==> src/rtl/uart_tx_fifo.sv <==
// UART transmitter fed by a small write FIFO; frames go out back-to-back, LSB first,
// timed by the shared baud oversample strobe s_tick.
module uart_tx_fifo #(
    parameter int NB_DATA    = 8,
    parameter int SB_TICK    = 16,
    parameter int FIFO_AW    = 2,
    parameter int PARITY_EN  = 0,
    parameter int PARITY_ODD = 0,
    parameter int NB_STOP    = 1
) (
    input  logic               clock,
    input  logic               reset,
    input  logic               s_tick,
    input  logic [NB_DATA-1:0] din,
    input  logic               wr_en,
    output logic               full,
    output logic               empty,
    output logic               tx_busy,
    output logic               tx_done_tick,
    output logic               overflow_tick,
    output logic               tx
);
    // state  | meaning
    // IDLE   | line high, waiting for a queued byte
    // START  | start bit (low) for SB_TICK ticks
    // DATA   | NB_DATA data bits, LSB first
    // PARITY | optional parity bit over the original byte
    // STOP   | NB_STOP stop bits (high), then done pulse
    typedef enum logic [2:0] {IDLE, START, DATA, PARITY, STOP} state_t;

    localparam int  DEPTH      = 2 ** FIFO_AW;
    localparam int  STOP_TICKS = NB_STOP * SB_TICK;
    localparam int  TW         = $clog2(STOP_TICKS + 1);
    localparam int  BW         = $clog2(NB_DATA + 1);
    localparam bit  ODD        = (PARITY_ODD != 0);

    logic [NB_DATA-1:0] mem [DEPTH];
    logic [FIFO_AW-1:0] wr_ptr, rd_ptr;
    logic [FIFO_AW:0]   count, count_n;
    logic               push, pop;

    state_t             state, state_n;
    logic [TW-1:0]      tick_cnt, tick_n;
    logic [BW-1:0]      bit_cnt, bit_n;
    logic [NB_DATA-1:0] shift, shift_n;
    logic [NB_DATA-1:0] data, data_n;
    logic               tx_n, done_n;

    assign push    = wr_en && !full;
    assign tx_busy = (state != IDLE);

    always_comb begin
        count_n = count;
        case ({push, pop})
            2'b10:   count_n = count + 1'b1;
            2'b01:   count_n = count - 1'b1;
            default: count_n = count;
        endcase
    end

    always_ff @(posedge clock) begin
        if (push)
            mem[wr_ptr] <= din;
    end

    // full/empty are registered from the next count so they line up with the pointers
    always_ff @(posedge clock) begin
        if (reset) begin
            wr_ptr        <= '0;
            rd_ptr        <= '0;
            count         <= '0;
            full          <= 1'b0;
            empty         <= 1'b1;
            overflow_tick <= 1'b0;
        end else begin
            if (push)
                wr_ptr <= wr_ptr + 1'b1;
            if (pop)
                rd_ptr <= rd_ptr + 1'b1;
            count         <= count_n;
            full          <= (count_n == (FIFO_AW+1)'(DEPTH));
            empty         <= (count_n == '0);
            overflow_tick <= wr_en && full;
        end
    end

    always_ff @(posedge clock) begin
        if (reset) begin
            state        <= IDLE;
            tick_cnt     <= '0;
            bit_cnt      <= '0;
            shift        <= '0;
            data         <= '0;
            tx           <= 1'b1;
            tx_done_tick <= 1'b0;
        end else begin
            state        <= state_n;
            tick_cnt     <= tick_n;
            bit_cnt      <= bit_n;
            shift        <= shift_n;
            data         <= data_n;
            tx           <= tx_n;
            tx_done_tick <= done_n;
        end
    end

    always_comb begin
        state_n = state;
        tick_n  = tick_cnt;
        bit_n   = bit_cnt;
        shift_n = shift;
        data_n  = data;
        pop     = 1'b0;
        done_n  = 1'b0;
        case (state)
            IDLE: begin
                if (!empty) begin
                    pop     = 1'b1;
                    shift_n = mem[rd_ptr];
                    data_n  = mem[rd_ptr];
                    tick_n  = '0;
                    state_n = START;
                end
            end
            START: begin
                if (s_tick) begin
                    if (tick_cnt == TW'(SB_TICK - 1)) begin
                        tick_n  = '0;
                        bit_n   = '0;
                        state_n = DATA;
                    end else begin
                        tick_n = tick_cnt + 1'b1;
                    end
                end
            end
            DATA: begin
                if (s_tick) begin
                    if (tick_cnt == TW'(SB_TICK - 1)) begin
                        tick_n  = '0;
                        shift_n = shift >> 1;
                        if (bit_cnt == BW'(NB_DATA - 1))
                            state_n = (PARITY_EN != 0) ? PARITY : STOP;
                        else
                            bit_n = bit_cnt + 1'b1;
                    end else begin
                        tick_n = tick_cnt + 1'b1;
                    end
                end
            end
            PARITY: begin
                if (s_tick) begin
                    if (tick_cnt == TW'(SB_TICK - 1)) begin
                        tick_n  = '0;
                        state_n = STOP;
                    end else begin
                        tick_n = tick_cnt + 1'b1;
                    end
                end
            end
            STOP: begin
                if (s_tick) begin
                    if (tick_cnt == TW'(STOP_TICKS - 1)) begin
                        tick_n  = '0;
                        done_n  = 1'b1;
                        state_n = IDLE;
                    end else begin
                        tick_n = tick_cnt + 1'b1;
                    end
                end
            end
            default: state_n = IDLE;
        endcase
    end

    // tx is registered from the next state so the line changes on the same edge as the FSM
    always_comb begin
        tx_n = 1'b1;
        case (state_n)
            START:   tx_n = 1'b0;
            DATA:    tx_n = shift_n[0];
            PARITY:  tx_n = (^data_n) ^ ODD;
            default: tx_n = 1'b1;
        endcase
    end

endmodule
==> config.mk <==
export PLATFORM = sky130hd
export DESIGN_NAME = uart_tx_fifo
export DESIGN_NICKNAME = d
export VERILOG_FILES = /design/src/rtl/uart_tx_fifo.sv
export SDC_FILE = /design/constraint.sdc
export NUM_CORES = 1
export LEC_CHECK = 0
export BUFFER_PORTS_ARGS = -buffer_cell sky130_fd_sc_hd__clkbuf_2
export CAP_MARGIN = 20
export CORE_UTILIZATION = 35
export CTS_CLUSTER_DIAMETER = 120
export DETAILED_ROUTE_END_ITERATION = 8
export PLACE_DENSITY_LB_ADDON = 0.12
export SLEW_MARGIN = 20
export SYNTH_ARGS = -nofsm -noshare
export SYNTH_HDL_FRONTEND = slang
export SYNTH_SLANG_ARGS = --single-unit
==> constraint.sdc <==
create_clock -name clock -period 2.5 [get_ports clock]
set_input_delay 0.125 -clock clock [delete_from_list [all_inputs] [get_ports clock]]
set_output_delay 0.125 -clock clock [all_outputs]
set_load 0.02 [all_outputs]
; ---- After elaboration in Yosys (flattened, before gate mapping)
; Memory sizes are Yosys's and may differ from the RTL's. A register that Yosys moved wholly into a read port is not among the register bits.
; Cells that the tools add are included.
[word_totals]
ff_bits = 40
mem_bits_rw = 32
inputBits = 12
out_inout_bits = 6
n_memories = 1
[op_classes]
add_sub_neg = 6
n_eq_ne = 19
mux = 36
n_bitwise = 2
n_reduce_logical = 15
[mem_list]
columns = name, words, word_bits, read_ports, rd_clocked_by_memory_dff, write_ports, line_no
row1 = mem, 4, 8, 1, 1, 1, 37  ; logic [NB_DATA-1:0] mem [DEPTH];
[ops]
columns = cell, count
row1 = $mux W8, 5
row2 = $mux W3, 10
row3 = $mux W4, 5
row4 = $pmux W8 S2, 1
row5 = $mux W5, 3
row6 = $pmux W3 S5, 1
row7 = $eq A3 B2 Y1 const B, 4
row8 = $ne A2 B2 Y1 const B, 6
row9 = $pmux W5 S2, 1
row10 = $pmux W4 S2, 1
row11 = $reduce_xor A8 Y1, 1
row12 = $eq A3 B1 Y1 const B, 2
row13 = $eq A3 B3 Y1 const B, 2
row14 = $logic_not A3 Y1, 2
row15 = $pmux W3 S2, 1
row16 = $reduce_and A6 Y1, 1
row17 = $reduce_bool A2 Y1, 3
row18 = $add A5 B1 Y5 const B, 1
row19 = $eq A5 B4 Y1 const B, 1
row20 = $mux W1, 5
row21 = $add A2 B1 Y2 const B, 2
row22 = $add A4 B1 Y4 const B, 1
row23 = $eq A4 B3 Y1 const B, 1
row24 = $mux W2, 2
row25 = 14 further kinds, 16

; ---- Longest topological paths before layout
; Gate-level depths: netlist (run 1).
[depth]
word_depth = 7
depth_mapped = 14

; ---- Worst setup path after synthesis (run 1)
; Ideal clock, no wire load.
[synth_path]
path_kind = register -> register
from = register state[1]
to = register empty
setup_ns = 0.070
arrival_time_ns = 2.457
t_required_ns = 2.430
setup_slack_ns = -0.027
path_stages_with_launch = 15
n_path_buf = 3
period_less_slack_ns = 2.527
cell_sequence = dfxtp_1 > buf_6 > or2_4 > or3_1 > buf_6 > clkinv_8 > buf_4 > ha_1 > inv_1 > fa_1 > xor2_1 > nor2_1 > xnor2_1 > nor2_1 > a21oi_1
[synth_via]
elab_chain_len = 5
word_cells_on_any_way = 6
cone_classes = 2 x eq/ne / 2 x mux / 2 x reduce/logical
[synth_lines]
columns = item, line_no
row1 = "start, declared", 42  ; state_t state, state_n;
row2 = "start signal, assigned", 97  ; state <= state_n;
row3 = $logic_not A3 Y1 *, 115  ; case (state)
row4 = $mux W1 *, 115
row5 = via pop, 40  ; logic push, pop;
row6 = $eq A2 B1 Y1 or $eq A2 B2 Y1 (tied branches), 54  ; case ({push, pop})
row7 = $pmux W3 S2 *, 54
row8 = $logic_not A3 Y1 *, 82  ; empty <= (count_n == '0);
row9 = "end signal, assigned", 82
row10 = "end, declared", 17  ; output logic empty,
; The timed path passes the listed nets; every way through them passes the cells marked *.
; A chain may end at the register's enable or synchronous reset.

; ---- Worst setup path in the final report (run 1)
[layout_path]
from = register state[1]
to = register empty
[layout_via]
elab_chain_len = 5
word_cells_on_any_way = 6
cone_classes = 2 x eq/ne / 2 x mux / 2 x reduce/logical
[layout_lines]
columns = item, line_no
row1 = $logic_not A3 Y1 *, 115
row2 = $mux W1 *, 115
row3 = $eq A2 B1 Y1 or $eq A2 B2 Y1 (tied branches), 54
row4 = $pmux W3 S2 *, 54
row5 = $logic_not A3 Y1 *, 82
; Mark *: on every way between the ends. The rest lies on a longest branch, timed or not.

==> qor.yml, run 1 <==
cellPowerDensity_mw_per_mm2: 1010
power_frac_seq_pct: 40.7
switching_share_pct: 33.2
die_h_um: 100
synth_top_family_by_area: "simple AND/OR/NAND/NOR gates"
rsz0062_at_grt: "no"
yosys.area.top_type: "edfxtp_1"
synth_cell_types: 47
grt_max_degree: 21
wl_mm: 6.30
die_x_um: 100
start_kind: "register"
pre_cts_ws_ps: 218
dp_hpwl_mm: 4.50
core-area_mm2: 0.00933
dp_cells: 436
h-tree-depth: 3
synth_mux_area_share_pct: 8.27
switchingPower_mw: 1.33
min_path_type: "in2reg"
cts_tree: "yes"
dieArea_mm2: 0.0101
cts-root-buf: "clkbuf_8"
grt_pass1_wl_mm: 10.6
clock_latency_ps: 350
syn_area_mm2: 0.00339
fill_cells: 879
arrival_ps: 2560
synth-seq-cells: 74
place_area_mm2: 0.00364
synth_area_leaders: "edfxtp_1 (28%), dfxtp_1 (25%), mux4_2 (8.0%), xor2_1 (5.7%), nand2_1 (4.3%)"
fin_crit_sh_pct: 90.9
cts_setup_buffers: 0
fmax_mhz: 440
yosys_warnings: 0
via_per_inst: 4.70
antenna_found_initial: 0
gp_congestion: 0.719
overflow: 0
endpoint_kind: "register"
synth_edf_count: 32
p_leak_nw: 1.41
synthSimpleGateAreaFrac_pct: 12.9
totalPowerFinal_mw: 4.01
maxSlewViolCount: 0
synth_seq_area_share_pct: 53.2
detail-route-antenna-nets: 0
finalHoldViolations: 0
r2r-start: "state[1]$_SDFF_PP0_"
whs_path_depth: 2
layout_common_cells: "dfxtp_1 (42), nand2_1 (39), edfxtp_1 (32)"
internal_power_mw: 2.68
drc: 0
clk_pin_slew_ps: 80
yosysTopAreaCellShare_pct: 28.4
avgSynthCellArea_um2: 11.5
grt_pass1_vias: 2138
synth_compound_area_share_pct: 9.49
slew_headroom_pct: 63.1
synthArstFlopShare_pct: 0
drt-wirelength-per-cell_um: 13.7
utilization_pct: 42.4
numCtsBuffers: 9
cp.required_ps: 2790
hold_path.startpoint: "reset"
portBuffers: 17
p_comb_share_pct: 33.0
fin_nets: 347
synth-xor-area-share_pct: 9.05
final_common_cell: "dfxtp_1"
ctsResizeCount: 0
layout.cells.non_filler: 461
grt_usage_pct: 14.1
ir_drop_mv: 0.355
register_area_mm2: 0.00180
finClkSkew_ps: 6.09
drt_iter0_markers: 78
crit_chain: "or2_4, or3_1, clkinv_8, ha_4, inv_1, fa_1, xor2_1, nor2_1, xnor2_1, nor2_1, a21oi_1"
path_max_fanout: 3
crit_type: "reg2reg"
area_delta_synth_final_pct: 16.8
r2r_cells: 11
path_common_cell: "nor2_1"
initial_utilization_pct: 36.3
syn_nets: 314
rows: 35
dr.pass1.iters: 4
multi_input_area_mm2: 0.00147
num_antenna_cells: 0
synth_fa_ha_area_share_pct: 3.18
fin_setup_tns_ps: 0
worst_slack_ps: 227
synth_flop_cell: "dfxtp_1"
clk_path_buf_depth: 2
stdcell_area_mm2: 0.00396
num_io_pins: 18
slowest_stage: "or3_1"
startpoint: "state[1]$_SDFF_PP0_"
syn_inst: 294
drv_cap: 0
drive_gt1_share_pct: 20.5
clock_sinks: 74
period_needed_ps: 2270
setup_viol: 0
worstMarginPinSlew_ps: 551
whs_ps: 193
pwr-share-clk_pct: 26.3
status: "finished clean"
critPathMaxStageDelay_ps: 430
vias: 2167
-- logic make-up (layout without fill, tap and decap cells) --
logic type / count (synthesis) / in the layout
AND/OR/NAND/NOR: 93 / 93
flip-flops: 74 / 74
AO/OA/AOI/OAI: 46 / 46
XOR/XNOR: 35 / 35
buffers and inverters: 25 / 63
multiplexers: 13 / 13
adder cells (fa/ha/maj): 8 / 8
-- registers in the layout (all words and copies together), names as in the netlist, named ones only --
register,cells
full,1
data,8
rd_ptr,2
empty,1
shift,8
count,3
state,3
tick_cnt,5
mem,32
tx_done_tick,1
bit_cnt,4
wr_ptr,2
overflow_tick,1
tx,1
-- repair_timing --
action                                  4_1_cts  5_1_grt
hold endpoints to repair                     33        0
hold buffers                                  9        0
endpoints found under the setup margin        0        0
-- per-layer routing --
layer	global-route usage (%)	vias up	share of wire, %
met4	7.36	0	2.2
met3	2.86	9	2.2
met5	0	-	0
li1	-	1099	-
met2	21.4	24	45
met1	19.1	1035	50
-- cell type report --
cell class	count	share of cell area [%]
multi-input combinational	195	37.0
sequential	74	45.5
clock inverter	7	2.56
timing repair buffer	36	6.32
tap	129	4.08
inverter	11	1.36
clock buffer	9	3.13
-- power groups by stage --
stage / clock [mW] / sequential (mW) / combinational [mW]
CTS: 1.09 / 1.64 / 1.35
floorplan: 0 / 1.64 / 1.08
global route: 1.13 / 1.66 / 1.49
detailed placement: 0 / 1.66 / 1.33
finish: 1.06 / 1.63 / 1.32
global placement: 0 / 1.66 / 1.33
-- critical path: cells and delay by family, from the launching register on --
family	cells	cell delay, ps
compound gates	1	110
xor+xnor	2	300
fa+ha+maj	2	490
buf+inv	2	120
flops	1	310
simple gates	4	870
-- cell usage after synthesis (2+ instances only) --
cell	instances
nor3_1	4
dfxtp_1	42
nand3_1	2
buf_2	4
nor2_1	24
a311o_1	2
nand4_1	3
a21oi_1	20
ha_1	7
nand2_1	39
buf_6	2
a21oi_2	2
edfxtp_1	32
xor2_1	22
inv_1	10
nor3b_1	2
o21ai_0	4
xnor2_1	13
or3_1	2
nor2b_1	4
a31oi_1	7
and2_1	4
mux4_2	12
clkbuf_1	5
o211ai_1	2
buf_4	2
and3_1	2
-- final timing paths --
check	endpoint	slack, ps
setup / recovery	empty$_SDFF_PP1_	230
hold reg to reg	shift[7]$_SDFFE_PP0P_	460
hold / removal	data[2]$_SDFF_PP0_	190
setup reg to reg	empty$_SDFF_PP1_	230
Note: power is estimated with default switching activity, not from simulation.
==> run 2: changes to the inputs <==
==> constraint.sdc (replaced) <==
create_clock -name clock -period 1.9 [get_ports clock]
set_input_delay 0.095 -clock clock [delete_from_list [all_inputs] [get_ports clock]]
set_output_delay 0.095 -clock clock [all_outputs]
set_load 0.02 [all_outputs]
==> run 2 against run 1 <==
The flow now finishes with violations (setup timing); routed wire length decreased by 0.67%; sequential power increased by 31%; final cell count increased by 2.4%; register-to-register slack got worse by 470 ps; critical path type unchanged; largest cell class unchanged; largest power group unchanged; highest routed layer unchanged.
==> qor.yml, run 2 (synthesis gave the netlist of run 1 again) <==
status: "finished, violations left"
failed_checks: "setup timing"
grt_usage_pct: 14.0
period_needed_ps: 2150
finClkSkew_ps: 10.0
detail-route-antenna-nets: 0
top_regs: "mem: 32 flops, data: 8 flops, shift: 8 flops"
num_io_pins: 18
drt_iter0_markers: 51
cp.required_ps: 2190
initial_utilization_pct: 36.3
rows: 35
worst_slack_ps: -246
maxSlewViolCount: 0
area_delta_synth_final_pct: 19.9
drive_gt1_share_pct: 25.9
setup_viol: 4
fmax_mhz: 466
dp_hpwl_mm: 4.55
ir_drop_mv: 0.439
stdcell_area_mm2: 0.00406
endpoint_kind: "register"
start_kind: "register"
path_common_cell: "nor2_1"
numCtsBuffers: 9
worstMarginPinSlew_ps: 578
finalHoldViolations: 0
portBuffers: 17
drt-wirelength-per-cell_um: 13.3
drc: 0
core-area_mm2: 0.00933
overflow: 0
die_h_um: 100
utilization_pct: 43.6
num_antenna_cells: 0
largest_reg_flops: 32
drv_cap: 0
dp_cells: 447
clk_pin_slew_ps: 90
whs_ps: 235
wl_mm: 6.26
min_path_type: "in2reg"
grt_pass1_vias: 2299
dieArea_mm2: 0.0101
arrival_ps: 2440
clk_path_buf_depth: 2
vias: 2233
slew_headroom_pct: 61.3
fin_crit_sh_pct: 113
cts_tree: "yes"
crit_type: "reg2reg"
dr.pass1.iters: 4
slowest_stage: "or3_4"
cts-root-buf: "clkbuf_8"
grt_pass1_wl_mm: 10.8
critPathMaxStageDelay_ps: 370
layout.cells.non_filler: 472
p_leak_nw: 1.48
path_buf_inv: 2
via_per_inst: 4.73
fin_nets: 358
layout_common_cells: "dfxtp_1 (40), nand2_1 (39), edfxtp_1 (32)"
antenna_found_initial: 0
gp_congestion: 0.749
critPathTopFamily: "simple AND/OR/NAND/NOR gates"
largest-register: "mem"
clock_sinks: 74
clock_latency_ps: 350
crit_chain: "or2_4, or3_4, clkinv_8, ha_4, inv_2, fa_2, xor2_1, nor2_1, xnor2_1, nor2_1, a21oi_1"
place_area_mm2: 0.00375
grt_max_degree: 26
h-tree-depth: 3
path_max_fanout: 2
cellPowerDensity_mw_per_mm2: 1300
final_common_cell: "dfxtp_1"
rsz0062_at_grt: "yes"
die_x_um: 100
run 2: path summary, 6_finish.rpt:
| path | from | end | slack (ps) | cells after the start |
|---|---|---|---|---|
| max | state[1]$_SDFF_PP0_ | empty$_SDFF_PP1_ | -250 | 11 |
| min reg2reg | shift[7]$_SDFFE_PP0P_ | shift[7]$_SDFFE_PP0P_ | 460 | 2 |
| min | s_tick | tick_cnt[1]$_SDFFE_PP0P_ | 240 | 5 |
| max reg2reg | state[1]$_SDFF_PP0_ | empty$_SDFF_PP1_ | -250 | 11 |
run 2: through the flow:
| step | total power, mW | TNS [ps] | setup WS, ps |
|---|---|---|---|
| 2_1_floorplan | 3.63 | -1800 | -504 |
| 5_1_grt | 5.68 | -1200 | -383 |
| 4_1_cts | 5.36 | -813 | -270 |
| 3_5_place_dp | 4.10 | -1020 | -295 |
| 3_3_place_gp | 4.10 | -931 | -269 |
| 6_report | 5.29 | -780 | -246 |
run 2: layout make-up:
cell class / instances / area, um^2
clock buffers: 9 / 124
clock inverters: 7 / 65.1
fillers: 929 / 5270
inverters: 11 / 53.8
multi-input cells: 195 / 1510
flip-flops and latches: 74 / 1800
well taps: 129 / 161
repair buffers: 47 / 349
run 2: layer usage:
metal / track usage [%] / wire (um)
met5: 0 / 0
met4: 6.35 / 89
met3: 3.41 / 188
met2: 23.2 / 3080
met1: 17.3 / 2900
run 2: tightest hold or removal path, delay by kind of cell:
kind,cells,cell delay (ps)
buf+inv,1,100
simple gates,2,190
compound gates,2,150
run 2: report_power, final:
part	total (mW)	switching (mW)	internal (mW)
clock network	1.18	0.667	0.510
logic	1.98	0.997	0.984
registers	2.13	0.179	1.95
run 2: repair_timing:
item / in CTS / in global routing
endpoints found under the hold margin: 33 / 0
buffers inserted: 0 / 1
hold buffers: 9 / 0
resized for setup: 2 / 4
pin swaps: 1 / 6
endpoints found under the setup margin: 5 / 8
